File: config.mk
export PLATFORM = sky130hd
export DESIGN_NAME = piso_shift_tx
export DESIGN_NICKNAME = d
export VERILOG_FILES = /design/src/rtl/piso_shift_tx.sv
export SDC_FILE = /design/constraint.sdc
export NUM_CORES = 1
export LEC_CHECK = 0
export CORE_UTILIZATION = 35
export DETAILED_ROUTE_END_ITERATION = 12
export GPL_ROUTABILITY_DRIVEN = 1
export HOLD_SLACK_MARGIN = 0.02
export PLACE_DENSITY = 0.67
export SLEW_MARGIN = 20
export SYNTH_ARGS = -nofsm -noshare
export SYNTH_HDL_FRONTEND = slang
export SYNTH_SLANG_ARGS = --single-unit
File: constraint.sdc
create_clock -name clk -period 1.8 [get_ports clk]
set_input_delay 0.36 -clock clk [delete_from_list [all_inputs] [get_ports clk]]
set_output_delay 0.36 -clock clk [all_outputs]
set_load 0.01 [all_outputs]
File: src/rtl/piso_shift_tx.sv
// Parallel-in, serial-out shift transmitter.
// Accepts a (width+1)-bit word through a valid/ready load handshake and
// shifts it out MSB first, one bit per clock, with a qualifying valid strobe
// and a last-bit marker. A new word can be accepted during the last bit of
// the current frame, so consecutive frames run with no gap.
module piso_shift_tx #(
    parameter int width = 7
) (
    input  logic             clk,
    input  logic             clr,
    input  logic [width:0]   parallel_in,
    input  logic             load_valid,
    output logic             load_ready,
    output logic             serial_out,
    output logic             serial_valid,
    output logic             frame_last
);

    // Counter wide enough to hold the MSB index.
    localparam int CW = $clog2(width + 1);
    localparam logic [CW-1:0] CNT_MAX = CW'(width);
    localparam logic [CW-1:0] CNT_ONE = CW'(1);

    typedef enum logic {
        ST_IDLE,
        ST_SHIFT
    } state_t;

    state_t          r_state;
    logic [width:0]  r_sreg;
    logic [CW-1:0]   r_cnt;
    logic            r_serial_valid;
    logic            r_frame_last;

    logic            w_last_bit;
    logic            w_accept;
    logic [width:0]  w_sreg_shifted;

    // The last bit of a frame is on the line when shifting with cnt at zero.
    assign w_last_bit     = (r_state == ST_SHIFT) && (r_cnt == '0);
    // Ready in IDLE or on the last bit, which is what allows back-to-back frames.
    assign load_ready     = (r_state == ST_IDLE) || w_last_bit;
    assign w_accept       = load_valid && load_ready;
    assign w_sreg_shifted = {r_sreg[width-1:0], 1'b0};

    // Outputs come straight from flops; the AND keeps the line at 0 between frames.
    assign serial_out     = r_sreg[width] & r_serial_valid;
    assign serial_valid   = r_serial_valid;
    assign frame_last     = r_frame_last;

    // Control FSM, shift register, bit counter and registered output strobes.
    // NOTE: every register here is assigned with <= so all of them see the
    // pre-edge values of each other; blocking = would make the shift and the
    // counter decision depend on statement order.
    always_ff @(posedge clk or negedge clr) begin
        if (!clr) begin
            r_state        <= ST_IDLE;
            r_sreg         <= '0;
            r_cnt          <= '0;
            r_serial_valid <= 1'b0;
            r_frame_last   <= 1'b0;
        end else begin
            case (r_state)
                ST_IDLE: begin
                    if (w_accept) begin
                        r_state        <= ST_SHIFT;
                        r_sreg         <= parallel_in;
                        r_cnt          <= CNT_MAX;
                        r_serial_valid <= 1'b1;
                        // width >= 1, so a fresh frame never starts on its last bit.
                        r_frame_last   <= 1'b0;
                    end
                end

                ST_SHIFT: begin
                    if (r_cnt != '0) begin
                        // Mid-frame: move the next bit up and count down.
                        r_sreg         <= w_sreg_shifted;
                        r_cnt          <= r_cnt - CNT_ONE;
                        r_serial_valid <= 1'b1;
                        r_frame_last   <= (r_cnt == CNT_ONE);
                    end else if (w_accept) begin
                        // Last bit and a new word offered: reload without a gap.
                        r_sreg         <= parallel_in;
                        r_cnt          <= CNT_MAX;
                        r_serial_valid <= 1'b1;
                        r_frame_last   <= 1'b0;
                    end else begin
                        // Last bit and nothing waiting: drop back to idle, clear
                        // the shifter so no residue can reach the line later.
                        r_state        <= ST_IDLE;
                        r_sreg         <= '0;
                        r_cnt          <= '0;
                        r_serial_valid <= 1'b0;
                        r_frame_last   <= 1'b0;
                    end
                end

                default: begin
                    r_state        <= ST_IDLE;
                    r_sreg         <= '0;
                    r_cnt          <= '0;
                    r_serial_valid <= 1'b0;
                    r_frame_last   <= 1'b0;
                end
            endcase
        end
    end

endmodule

==> flow_summary.yaml, run 1 <==
floorplanning:
  start_util: 0.375
  core_area_um2: 1980
  die_w_um: 48.1
  die_area_um2: 2310
  row_count: 16
  die_h_um: 48.1
  ios: 15
routing:
  wl_um: 1540
  firstDrtPassIters: 4
  via_per_inst: 5.08
  drtAntennaViolNets: 0
  drc_errors: 0
  num_vias: 600
  drt-initial-drc-count: 21
  wl_per_cell_um: 13.1
clocking:
  clkSinkCount: 14
  clkLatencyLatePin_ns: 0.29
  clockBufferDepth: 2
  cts_tree: "yes"
  h-tree-depth: 1
  cts_made_buffers: 3
  path_clk_slew_ns: 0.09
  cts_root_buf: "clkbuf_4"
timing:
  slew-limit-headroom: 0.815
  max_freq_ghz: 0.588
  slew_viol_final: 0
  tightest_slew_ns: 0.273
  rsz0062_at_grt: "false"
  fin_crit_ns: 1.70
  finalSetupViolations: 0
  finalClockSkew_ns: 0.00502
  report.final.hold_viol_count: 0
  fin_tns_setup_ns: 0
  post-route-period-util: 0.946
worst_setup_path:
  required_ns: 1.44
  worstPathArrival_ns: 1.34
  worstSetupEndpointType: "primary output"
  crit_path_start_kind: "flip-flop"
  cp_slowest_stage_delay_ns: 0.53
  path_class: "reg -> out"
  path_cells: "and2_1 > clkdlybuf4s50_1"
  slowest_stage: "clkdlybuf4s50_1"
  cp_top_family: "buffers and inverters"
  path_buf_inv: 1
  crit_fanout: 3
synth:
  synth_top_family_by_area: "compound AO/OA/AOI/OAI gates"
  ys_warn_count: 0
  syn_inst: 67
  netlist-cell-type-count: 23
  synthSimpleGateAreaFrac: 0.145
  synth-seq-cells: 14
  synth_xor_area_frac: 0
  synth_fa_ha_area_frac: 0.0505
  synth_compound_area_frac: 0.163
  synthMuxAreaShare: 0.108
  synth_seq_area_share: 0.471
  syn_nets: 81
  netlist_area_um2: 743
  avgSynthCellArea_um2: 11.1
outcome:
  status: "finished, final reports clean"
global_route:
  grtUsageMet2: 0.230
  use_met1: 0.237
  grt_usage: 0.162
  grt_overflow: 0
  antenna_found_initial: 0
  grt_pass1_wl_um: 2500
  grt_use_met3: 0.0226
  grt_pass1_vias: 555
  grt_max_degree: 15
  grt.busiest_layer: "met1"
flow_run:
  maxCapViolCount: 0
finish:
  multi_input_area_um2: 359
  area_growth_pct: 37.4
  seq_area_um2: 350
  fill_cells: 175
  final_cell_mix: "dfrtp_1 (14), clkdlybuf4s50_1 (13), nor2_1 (9), buf_4 (9), mux2i_1 (8)"
  diodes: 0
  mostFrequentLayoutCell: "dfrtp_1"
  drive_above_1_share: 0.253
  nets: 106
power:
  power_uw: 1390
  pwr_density_cell_nw_per_um2: 1360
  p_leak_uw: 0.000479
  peakVddDrop_v: 0.000760
min_path:
  hold_class: "in -> async"
place:
  io_buffers: 14
  hpwl_um: 1070
  gp_congestion: 0.753
## cell type report
cell class,instances,share of cell area
flip-flops and latches,14,0.343
inverters,5,0.0184
multi-input cells,44,0.352
well taps,27,0.0331
clock buffers,4,0.0355
repair buffers,24,0.218
## cell usage after synthesis, drive strengths merged
cell	count	area (um^2)
dfrtp	14	350
nor2	9	33.8
mux2i	8	80.1
a221o	7	70.1
inv	5	18.8
nor3	5	25.0
buf	3	23.8
ha	3	37.5
and2	2	15.0
a211o	1	10.0
a21oi	1	5.00
a311oi	1	8.76
a31o	1	8.76
and3	1	7.51
clkbuf	1	3.75
nand2	1	3.75
nand2b	1	13.8
nor4b	1	8.76
o2bb2ai	1	8.76
o32a	1	10.0
## final timing paths
path,from,endpoint,slack [ns],depth (start not counted)
min in group clk,r_sreg[3],r_sreg[4],0.52,1
max in group asynchronous,clr,r_sreg[0],1.25,2
min,clr,r_sreg[7],0.37,2
min reg2reg,r_sreg[3],r_sreg[4],0.52,1
max,serial_valid,serial_out,0.1,2
max reg2reg,r_cnt[0],r_sreg[1],0.33,6
## power by group
group,internal [uW],leakage [uW],switching [uW],total [uW]
registers,427,0.000174,72.0,499
clock network,123,0.0000210,111,235
logic,380,0.000285,276,655
total,930,0.000479,459,1390
## flip-flops by register name (all words and copies together) (netlist names)
signal        flops
frame_last        1
r_cnt             3
r_sreg            8
r_state           1
serial_valid      1
## per-layer routing
layer | vias to the layer above | wire length, um
li1 | 293 | -
met1 | 284 | 713
met2 | 21 | 733
met3 | 2 | 67
met4 | 0 | 27
met5 | - | 0
## kinds of logic (layout without fill, tap and decap cells)
kind of cell | after synthesis | count (layout)
muxes | 8 | 8
DFF | 14 | 14
and+or+nand+nor | 20 | 20
buffers and inverters | 9 | 33
AOI/OAI and AO/OA | 13 | 13
adders and majority gates | 3 | 3
## through the flow
stage	instances	area (um^2)	utilization	setup slack, ns	hold WS [ns]
after floorplan	67	743	-	0.300	0.0644
after global placement	114	977	0.493	0.00673	0.495
after detailed placement	114	977	0.493	-0.0206	0.498
after CTS	118	1030	0.518	0.00544	0.377
after global routing	118	1020	0.515	0.0440	0.415
final	118	1020	0.515	0.0980	0.375
## timing repair
action / CTS / global route
hold buffers: 0 / 0
resized for setup: 6 / 2
endpoints found under the setup margin: 1 / 1
pin swaps: 1 / 1
setup buffers: 0 / 0
No activity file was read; power rests on OpenSTA's default activity.
==> inputs of run 2 (changes only) <==
- SLEW_MARGIN: 20 -> default
==> results of run 2 <==
The final DEF is identical to that of run 1; final timing and power are the same.
